File: src/rtl/booth_dot_acc.sv
// Saturating dot-product accumulator behind the Booth multiplier.
// Sums LEN signed products per group and holds each result until the consumer takes it.
module booth_dot_acc #(
  parameter int unsigned N   = 5,
  parameter int unsigned AW  = 16,
  parameter int unsigned LEN = 4,
  localparam int unsigned CW = $clog2(LEN + 1)
) (
  input  logic            clk,
  input  logic            rst,
  input  logic            clr,
  input  logic            prod_valid,
  output logic            prod_ready,
  input  logic [2*N-1:0]  product,
  output logic            acc_valid,
  input  logic            acc_ready,
  output logic [AW-1:0]   acc_out,
  output logic            sat_flag,
  output logic [CW-1:0]   count
);

  if (AW < 2 * N) begin : g_aw_check
    $error("booth_dot_acc: AW must be at least 2*N");
  end
  if (LEN < 1) begin : g_len_check
    $error("booth_dot_acc: LEN must be at least 1");
  end

  typedef enum logic [1:0] {StIdle, StAcc, StDone} state_e;

  localparam logic [CW-1:0] LenC = CW'(LEN);

  state_e          state_q, state_d;
  logic [AW-1:0]   acc_q, acc_d;
  logic            sat_q, sat_d;
  logic [CW-1:0]   cnt_q, cnt_d;
  logic            valid_q, valid_d;

  logic            accept;
  logic [AW:0]     acc_ext, prod_ext, sum;
  logic            ovf;
  logic [AW-1:0]   acc_sat;
  logic [CW-1:0]   cnt_inc;

  assign prod_ready = (state_q != StDone) && !clr;
  assign accept     = prod_valid && prod_ready;

  // One guard bit: overflow shows up as disagreement between the top two sum bits.
  assign acc_ext  = {acc_q[AW-1], acc_q};
  assign prod_ext = {{(AW + 1 - 2 * N){product[2*N-1]}}, product};
  assign sum      = acc_ext + prod_ext;
  assign ovf      = sum[AW] ^ sum[AW-1];
  assign acc_sat  = !ovf    ? sum[AW-1:0] :
                    sum[AW] ? {1'b1, {(AW - 1){1'b0}}} :
                              {1'b0, {(AW - 1){1'b1}}};
  assign cnt_inc  = cnt_q + CW'(1);

  always_comb begin
    state_d = state_q;
    acc_d   = acc_q;
    sat_d   = sat_q;
    cnt_d   = cnt_q;
    valid_d = valid_q;
    if (clr) begin
      state_d = StIdle;
      acc_d   = '0;
      sat_d   = 1'b0;
      cnt_d   = '0;
      valid_d = 1'b0;
    end else if (state_q == StDone) begin
      if (acc_ready) begin
        state_d = StIdle;
        acc_d   = '0;
        sat_d   = 1'b0;
        cnt_d   = '0;
        valid_d = 1'b0;
      end
    end else if (accept) begin
      acc_d = acc_sat;
      sat_d = sat_q | ovf;
      cnt_d = cnt_inc;
      if (cnt_inc == LenC) begin
        state_d = StDone;
        valid_d = 1'b1;
      end else begin
        state_d = StAcc;
      end
    end
  end

  always_ff @(posedge clk or negedge rst) begin
    if (!rst) begin
      state_q <= StIdle;
      acc_q   <= '0;
      sat_q   <= 1'b0;
      cnt_q   <= '0;
      valid_q <= 1'b0;
    end else begin
      state_q <= state_d;
      acc_q   <= acc_d;
      sat_q   <= sat_d;
      cnt_q   <= cnt_d;
      valid_q <= valid_d;
    end
  end

  assign acc_valid = valid_q;
  assign acc_out   = acc_q;
  assign sat_flag  = sat_q;
  assign count     = cnt_q;

endmodule

File: config.mk
export PLATFORM = sky130hd
export DESIGN_NAME = booth_dot_acc
export DESIGN_NICKNAME = d
export VERILOG_FILES = /design/src/rtl/booth_dot_acc.sv
export SDC_FILE = /design/constraint.sdc
export NUM_CORES = 1
export LEC_CHECK = 0
export ABC_CLOCK_PERIOD_IN_PS = 6090
export CAP_MARGIN = 20
export CORE_UTILIZATION = 40
export CTS_CLUSTER_SIZE = 10
export DETAILED_ROUTE_END_ITERATION = 6
export GPL_ROUTABILITY_DRIVEN = 0
export PLACE_DENSITY_LB_ADDON = 0.15
export SLEW_MARGIN = 10
export SYNTH_ARGS = -nofsm -noshare
export SYNTH_HDL_FRONTEND = slang
export SYNTH_SLANG_ARGS = --single-unit
File: constraint.sdc
create_clock -name clk -period 6.09 [get_ports clk]
set_input_delay 1.5225 -clock clk [delete_from_list [all_inputs] [get_ports clk]]
set_output_delay 1.5225 -clock clk [all_outputs]
set_load 0.05 [all_outputs]
=== Yosys cells after proc, flatten, opt, wreduce, memory -nomap -nowiden ===
Index checks and enable logic that the tools add are counted.

* Register bits after elaboration: 23
* Bits of input ports: 15
* Output and inout bits: 22
* Word-level logic and storage cells: 43

* Add/subtract/negate cells: 2
* Equality and inequality tests: 4
* Mux-type cells: 23
* Bitwise gates (word level): 2
* Reduce and logical (&&, ||, !) cells: 7

{| class="wikitable"
|+ Operators by type and width
! operator !! count
|-
| two-way mux 16 bit || 6
|-
| adder 16 x 10 -> 17 bit || 1
|-
| two-way mux 3 bit || 4
|-
| two-way mux 2 bit || 5
|-
| two-way mux 1 bit || 8
|-
| nonzero test 3 bit || 2
|-
| adder 3 x 1 -> 3 bit (second input constant) || 1
|-
| equality test 3 bit (second input constant) || 1
|-
| != test 3 bit (second input constant) || 1
|-
| AND reduction 3 bit || 1
|-
| equality test 2 bit (second input constant) || 1
|-
| logical AND 1 bit || 2
|-
| != test 2 bit (second input constant) || 1
|-
| AND reduction 2 bit || 1
|-
| zero test 1 bit || 1
|-
| OR 1 bit || 1
|-
| bitwise XOR 1 bit || 1
|}

=== Longest topological paths before layout ===
Gate-level depths: netlist of the first run.

* Word-level depth: 6
* Mapped depth: 11
* Mapped depth without buffers: 9

=== Worst setup path before layout of the first run ===
Ideal clock, no wire load.

* Path type: in2reg
* From: in product[0]
* To: reg acc_q[6] (netlist: acc_out[6])
* Setup time: 0.126 ns
* Arrival: 3.909 ns
* Required time: 5.964 ns
* Slack: 2.054 ns
* Stages: 10
* Path buffers: 1
* Cell sequence: ha_1 fa_1 a21o_1 a311o_1 and3_1 o31a_1 a31oi_1 o21ai_2 buf_6 a221o_1

* Cells in the longest elaborated chain, start to end: 6
* Elaborated cells between the ends (all ways): 7
* Classes of those cells: add/sub (1); mux (5); bitwise (1)

{| class="wikitable"
|+ RTL lines
! element !! line !! RTL
|-
| start, declared || 14 || <nowiki>input logic [2*N-1:0] product,</nowiki>
|-
| adder 16 x 10 -> 17 bit (*) || 51 || <nowiki>assign sum = acc_ext + prod_ext;</nowiki>
|-
| two-way mux 16 bit or bitwise XOR 1 bit (tied branches) || 54, 52 ||
|-
| two-way mux 16 bit (*) || 53 || <nowiki>assign acc_sat = !ovf ? sum[AW-1:0] :</nowiki>
|-
| two-way mux 16 bit (*) || 78 || <nowiki>end else if (accept) begin</nowiki>
|-
| two-way mux 16 bit (*) || 70 || <nowiki>end else if (state_q == StDone) begin</nowiki>
|-
| two-way mux 16 bit (*) || 64 || <nowiki>if (clr) begin</nowiki>
|-
| end signal, assigned || 94 || <nowiki>acc_q <= '0;</nowiki>
|-
| end signal, assigned || 100 || <nowiki>acc_q <= acc_d;</nowiki>
|-
| end, declared || 34 || <nowiki>logic [AW-1:0] acc_q, acc_d;</nowiki>
|}

Mark *: on every way between the ends. The rest lies on a longest branch, timed or not. The select of a mux whose other input is x is not followed.
A chain may end at the register's enable or synchronous reset.

=== Worst setup path after layout of the first run ===
* From: in clr
* To: out prod_ready

* Cells in the longest elaborated chain, start to end: 2

{| class="wikitable"
|+ RTL lines
! element !! line !! RTL
|-
| start, declared || 11 || <nowiki>input logic clr,</nowiki>
|-
| zero test 1 bit || 45 || <nowiki>assign prod_ready = (state_q != StDone) && !clr;</nowiki>
|-
| logical AND 1 bit || 45 ||
|-
| end, declared || 13 || <nowiki>output logic prod_ready,</nowiki>
|}

Every way passes these cells.

==> flow_summary.json, run 1 <==
{
  "worst_ep_required_time_ns": 4.57,
  "die_span_in_x_um": 66.99,
  "drt-vias-per-instance": 6.016,
  "synth-edff-count": 0,
  "first_global_vias": 1365,
  "startpoint": "clr",
  "syn_area_per_cell_um2": 10.43,
  "comb_power_share_pct": 67.6,
  "detailedRoute.firstIterationViolations": 88,
  "clock_tree.buffer_depth": 2,
  "synthesis.instances": 162,
  "finish.cell_count_without_fillers": 247,
  "via_count": 1486,
  "cts-buffers-inserted": 3,
  "leakage_nw": 1.032,
  "grt_pass1_wl_mm": 6.417,
  "layout_worst_path_cycle_share_pct": 73.21,
  "maxCapViolations": 0,
  "starting_density_of_the_core_pct": 41.93,
  "setup_viol": 0,
  "ctsResizeCount": 0,
  "cell_internal_pwr_mw": 0.5366,
  "first_pass_iters": 4,
  "p_sw_share_pct": 48.84,
  "cts-hold-fix-buffers": 0,
  "regToRegStartpoint": "acc_out[0]",
  "clkTransAtPathRegs_ns": 0.08,
  "crit_fanout": 3,
  "tightest_slew_ns": 0.7846,
  "synth_area_leader_cell": "sky130_fd_sc_hd__dfrtp_1",
  "holdCritStartpoint": "state_q[1]",
  "synthToLayoutAreaGrowth_pct": 26.00,
  "p_seq_share_pct": 23.3,
  "power_per_cell_area_mw_per_mm2": 492.9,
  "hpwl_mm": 2.985,
  "final_stage_net_count": 232,
  "crit_arrival_ns": 2.94,
  "io_count": 37,
  "rsz_0062_raised_after_global_routing": "false",
  "coreArea_mm2": 0.004029,
  "number_of_rows_created_at_floorplan": 23,
  "netlist.area_leader.share_pct": 34.07,
  "yosysWarnings": 0,
  "timing_hold_violations_final": 0,
  "clkLatencyLatePin_ns": 0.26,
  "placement.io_buffers": 36,
  "postSynthRegisterBits": 23,
  "setup.worst_path.end_class": "output port",
  "fp.dieH_um": 66.99,
  "power.clock.fraction_pct": 9.1,
  "synth_ff_type": "sky130_fd_sc_hd__dfrtp_1",
  "grt_max_degree": 24,
  "cell_count_after_placement": 242,
  "cts.repair_timing.setup_buffer_count": 0,
  "yosys-top-cells-area": "sky130_fd_sc_hd__dfrtp_1 (34%), sky130_fd_sc_hd__ha_1 (13%), sky130_fd_sc_hd__a221o_1 (10%), sky130_fd_sc_hd__a21o_1 (5.3%), sky130_fd_sc_hd__xnor2_1 (4.7%)",
  "global_route.overflow_total": 0,
  "tritoncts": "yes",
  "slew_violations": 0,
  "post-route-min-period_ns": 4.459,
  "fin_skew_ns": 0.002205,
  "maxClockFrequency_mhz": 224.3,
  "syn_nets": 196,
  "diodes": 0,
  "layout-drive-gt1-share_pct": 5.076,
  "multi_input_area_mm2": 0.001065,
  "area_post_placement_mm2": 0.002067,
  "clockRootBuffer": "sky130_fd_sc_hd__clkbuf_8",
  "regArea_um2": 575.6,
  "postRouteWirelength_mm": 3.987,
  "switchingPower_mw": 0.5124,
  "number_of_sinks_driven_by_the_clock_tree": 23,
  "hold_class": "flop to flop",
  "layout.cells.most_common": "sky130_fd_sc_hd__clkdlybuf4s50_1",
  "antenna_violating_nets_post_route": 0,
  "critical_path.startpoint_type": "input port",
  "detail_route.wl_per_cell_um": 16.14,
  "worst-r2r-setup-slack_ns": 2.96,
  "route.detailed.drc": 0,
  "finish.instance_area_mm2": 0.002128,
  "most-common-layout-cells": "sky130_fd_sc_hd__clkdlybuf4s50_1 (36), sky130_fd_sc_hd__dfrtp_1 (23), sky130_fd_sc_hd__ha_1 (18)",
  "final_tns_setup_ns": 0,
  "number_of_unique_standard_cell_types_used_by_synthesis": 40,
  "number_of_fill_cells": 385,
  "synth-async-reset-ratio_pct": 100.0,
  "ys_seq_area_share_pct": 34.07,
  "timing.slew.headroom_pct": 47.69,
  "ir_drop_mv": 0.2071,
  "grt_antenna_before_repair": 0,
  "final_core_utilization_pct": 52.83,
  "post_synth_instance_area_mm2": 0.001689,
  "outcome": "finished clean",
  "grt_use_total_pct": 18.83,
  "criticalPathCategory": "input port to output port",
  "fp.dieArea_mm2": 0.004487,
  "htree_num_levels": 1
}
-- final timing paths --
kind	to	cells after the start
worst max-delay path	prod_ready	3
worst min-delay path	state_q[1]	1
worst max register to register	acc_out[10]	9
worst min register to register	state_q[1]	1
max in group asynchronous	acc_valid	2
min in group asynchronous	acc_out[3]	1
-- sequential cells by signal (all words and copies together) (netlist names) --
signal	flops
acc_out	16
count	3
sat_flag	1
state_q	2
acc_valid	1
-- final cells by class --
type | instances | area share (%)
Multi-Input combinational cell | 132 | 50.03
Sequential cell | 23 | 27.04
Timing Repair Buffer | 37 | 17.64
Tap cell | 50 | 2.939
Clock buffer | 3 | 1.940
Clock inverter | 1 | 0.2352
Inverter | 1 | 0.1764
-- worst max-delay path, cell delays in order --
cell	delay [ns]
sky130_fd_sc_hd__clkdlybuf4s50_1	0.44
sky130_fd_sc_hd__nor2_1	0.15
sky130_fd_sc_hd__clkdlybuf4s50_1	0.83
-- metal layers --
metal,GRT usage [%],wire (um),vias up
li1,-,-,717
met1,26.02,1857,715
met2,30.56,1888,52
met3,2.568,220,2
met4,4.787,21,0
met5,0,0,-
-- cell usage after synthesis (2+ instances only) --
cell                       count
sky130_fd_sc_hd__a211o_1       2
sky130_fd_sc_hd__a211oi_1      2
sky130_fd_sc_hd__a21o_1       12
sky130_fd_sc_hd__a21oi_1      11
sky130_fd_sc_hd__a221o_1      17
sky130_fd_sc_hd__a22o_1        2
sky130_fd_sc_hd__a31o_1        2
sky130_fd_sc_hd__a31o_2        2
sky130_fd_sc_hd__a31oi_1       2
sky130_fd_sc_hd__and3_1        2
sky130_fd_sc_hd__buf_6         3
sky130_fd_sc_hd__clkbuf_1      3
sky130_fd_sc_hd__dfrtp_1      23
sky130_fd_sc_hd__ha_1         18
sky130_fd_sc_hd__nand2_1       7
sky130_fd_sc_hd__nand2b_1      2
sky130_fd_sc_hd__nand3_1       2
sky130_fd_sc_hd__nor2_1        8
sky130_fd_sc_hd__nor2b_1       2
sky130_fd_sc_hd__nor3_1        4
sky130_fd_sc_hd__o21a_1        2
sky130_fd_sc_hd__o21ai_0       5
sky130_fd_sc_hd__xnor2_1       9
sky130_fd_sc_hd__xor2_1        4
-- logic make-up after synthesis --
group / share of synthesized area, %
AO/OA/AOI/OAI: 33.56
AND/OR/NAND/NOR: 8.223
flip-flops: 34.07
adder cells (fa/ha/maj): 14.52
XOR/XNOR: 6.741
buffers and inverters: 2.888
-- power groups by stage --
stage          Clock, mW  Sequential, mW  Combinational, mW
2_1_floorplan          0           0.407              0.362
3_3_place_gp           0           0.247              0.698
3_5_place_dp           0           0.246              0.706
4_1_cts           0.0988           0.244              0.708
5_1_grt            0.103           0.251              0.765
6_report          0.0954           0.244              0.709
-- stage by stage --
| stage | setup slack [ns] | total power [mW] | hold slack (ns) |
|---|---|---|---|
| after floorplan | 2.054 | 0.7696 | 0.4416 |
| after global placement | 1.520 | 0.9443 | 0.4526 |
| after detailed placement | 1.431 | 0.9520 | 0.4595 |
| after CTS | 1.619 | 1.051 | 0.4795 |
| after global routing | 1.519 | 1.119 | 0.5054 |
| final | 1.631 | 1.049 | 0.4756 |
(Power assumes the default switching activity.)
==> inputs of run 2 (changes only) <==
--- a/config.mk
+++ b/config.mk
@@ -5,7 +5,7 @@
 export SDC_FILE = /design/constraint.sdc
 export NUM_CORES = 1
 export LEC_CHECK = 0
-export ABC_CLOCK_PERIOD_IN_PS = 6090
+export ABC_CLOCK_PERIOD_IN_PS = 4380
 export CAP_MARGIN = 20
 export CORE_UTILIZATION = 40
 export CTS_CLUSTER_SIZE = 10
==> constraint.sdc (replaced) <==
create_clock -name clk -period 4.38 [get_ports clk]
set_input_delay 1.095 -clock clk [delete_from_list [all_inputs] [get_ports clk]]
set_output_delay 1.095 -clock clk [all_outputs]
set_load 0.05 [all_outputs]
==> run 2 against run 1 <==
Effect of this change: non-clock buffer count grew 1; power grew 39%; first-iteration DRC count shrank 22%; sequential power grew 39%; largest cell class unchanged; core utilization grew 0.19 points; combinational power grew 39%.
==> flow_summary.json, run 2 (synthesis gave the netlist of run 1 again) <==
{
  "clkLatencyLatePin_ns": 0.26,
  "postRouteWirelength_mm": 4.024,
  "antenna_violating_nets_post_route": 0,
  "number_of_sinks_driven_by_the_clock_tree": 23,
  "first_pass_iters": 4,
  "layout_worst_path_cycle_share_pct": 90.62,
  "fin_skew_ns": 0.002031,
  "via_count": 1490,
  "grt_use_total_pct": 19.22,
  "worst_ep_required_time_ns": 4.53,
  "critical_path.startpoint_type": "input port",
  "slew_violations": 0,
  "groute.layer.met1.usage_pct": 25.55,
  "cell_count_after_placement": 243,
  "maxClockFrequency_mhz": 251.9,
  "coreArea_mm2": 0.004029,
  "timing.slew.headroom_pct": 46.03,
  "route.detailed.drc": 0,
  "tightest_slew_ns": 0.8096,
  "grt_pass1_wl_mm": 6.561,
  "outcome": "finished clean",
  "number_of_rows_created_at_floorplan": 23,
  "totalPowerFinal_mw": 1.458,
  "hpwl_mm": 2.989,
  "cts-hold-fix-buffers": 0,
  "final_tns_setup_ns": 0,
  "global_route.overflow_total": 0,
  "cts.repair_timing.setup_buffer_count": 0,
  "globalRouteMet2Util_pct": 32.45,
  "groute.layer.met3.usage_pct": 2.568,
  "fp.dieH_um": 66.99,
  "number_of_fill_cells": 384,
  "grt_max_degree": 24,
  "setup_slack_ns": 0.4109,
  "cts-buffers-inserted": 3,
  "power_per_cell_area_mw_per_mm2": 682.7,
  "hold_slack_ns": 0.4807,
  "grt.busiest_layer": "met2",
  "finish.cell_count_without_fillers": 248,
  "setup.worst_path.end_class": "flop",
  "clkTransAtPathRegs_ns": 0.09,
  "die_span_in_x_um": 66.99,
  "clockRootBuffer": "sky130_fd_sc_hd__clkbuf_8",
  "layout-drive-gt1-share_pct": 5.556,
  "maxCapViolations": 0,
  "criticalPathCategory": "input port to flop",
  "drt-vias-per-instance": 6.008,
  "ctsResizeCount": 0,
  "crit_fanout": 15,
  "starting_density_of_the_core_pct": 41.93,
  "synthToLayoutAreaGrowth_pct": 26.44,
  "placement.io_buffers": 36,
  "hold_class": "flop to flop",
  "place_worst_setup_slack_ns": 0.1369,
  "post-route-min-period_ns": 3.969,
  "detailedRoute.firstIterationViolations": 69,
  "layout.cells.most_common": "sky130_fd_sc_hd__clkdlybuf4s50_1",
  "first_global_vias": 1430,
  "clock_tree.buffer_depth": 2,
  "io_count": 37,
  "most-common-layout-cells": "sky130_fd_sc_hd__clkdlybuf4s50_1 (36), sky130_fd_sc_hd__dfrtp_1 (23), sky130_fd_sc_hd__ha_1 (18)",
  "ir_drop_mv": 0.3642,
  "tritoncts": "yes",
  "htree_num_levels": 1,
  "fp.dieArea_mm2": 0.004487,
  "rsz_0062_raised_after_global_routing": "false",
  "largest_reg_flops": 16,
  "setup_viol": 0,
  "timing_hold_violations_final": 0,
  "grt_antenna_before_repair": 0,
  "diodes": 0,
  "detail_route.wl_per_cell_um": 16.23,
  "leakage_nw": 1.036,
  "final_stage_net_count": 233,
  "crit_arrival_ns": 4.12
}
[run 2: layout make-up]
| cell class | count | area [um^2] | area share, % |
|---|---|---|---|
| timing repair buffer | 38 | 382.9 | 17.93 |
| multi-input combinational | 132 | 1065 | 49.85 |
| clock inverter | 1 | 5.005 | 0.2343 |
| tap | 50 | 62.56 | 2.929 |
| inverter | 1 | 3.754 | 0.1757 |
| sequential | 23 | 575.6 | 26.95 |
| clock buffer | 3 | 41.29 | 1.933 |
[run 2: metrics by stage]
| stage | util (%) | area, um^2 |
|---|---|---|
| finish | 53.01 | 2136 |
| floorplan | - | 1689 |
| CTS | 52.64 | 2121 |
| global route | 53.01 | 2136 |
| global placement | 51.49 | 2074 |
| detailed placement | 51.49 | 2074 |
[run 2: power by group]
part           internal [mW]  switching [mW]
clock network         0.0635          0.0713
registers              0.279          0.0585
logic                  0.404           0.582
total                  0.747           0.711
[run 2: worst paths after layout]
kind / start / to / slack [ns] / cells past startpoint
max: product[0] / acc_out[12] / 0.41 / 10
min: state_q[1] / state_q[1] / 0.48 / 1
max reg2reg: acc_out[0] / acc_out[12] / 1.26 / 9
min reg2reg: state_q[1] / state_q[1] / 0.48 / 1
max in group asynchronous: rst / acc_out[14] / 2.78 / 2
min in group asynchronous: rst / acc_out[7] / 1.14 / 1
[run 2: layer usage]
layer | share of wire, % | vias up | wire, um
met4 | 0.50 | 0 | 20
met3 | 3.9 | 2 | 157
met1 | 48 | 740 | 1924
li1 | - | 718 | -
met5 | 0 | - | 0
met2 | 48 | 30 | 1922
[run 2: critical path, cell delays in order]
cell and delay, ns:
sky130_fd_sc_hd__clkdlybuf4s50_1 0.41, sky130_fd_sc_hd__ha_1 0.24, sky130_fd_sc_hd__fa_1 0.41, sky130_fd_sc_hd__a21o_1 0.20, sky130_fd_sc_hd__a311o_1 0.39, sky130_fd_sc_hd__and3_1 0.21
sky130_fd_sc_hd__o31a_1 0.36, sky130_fd_sc_hd__a31oi_1 0.24, sky130_fd_sc_hd__o21ai_2 0.23, sky130_fd_sc_hd__a221o_1 0.33
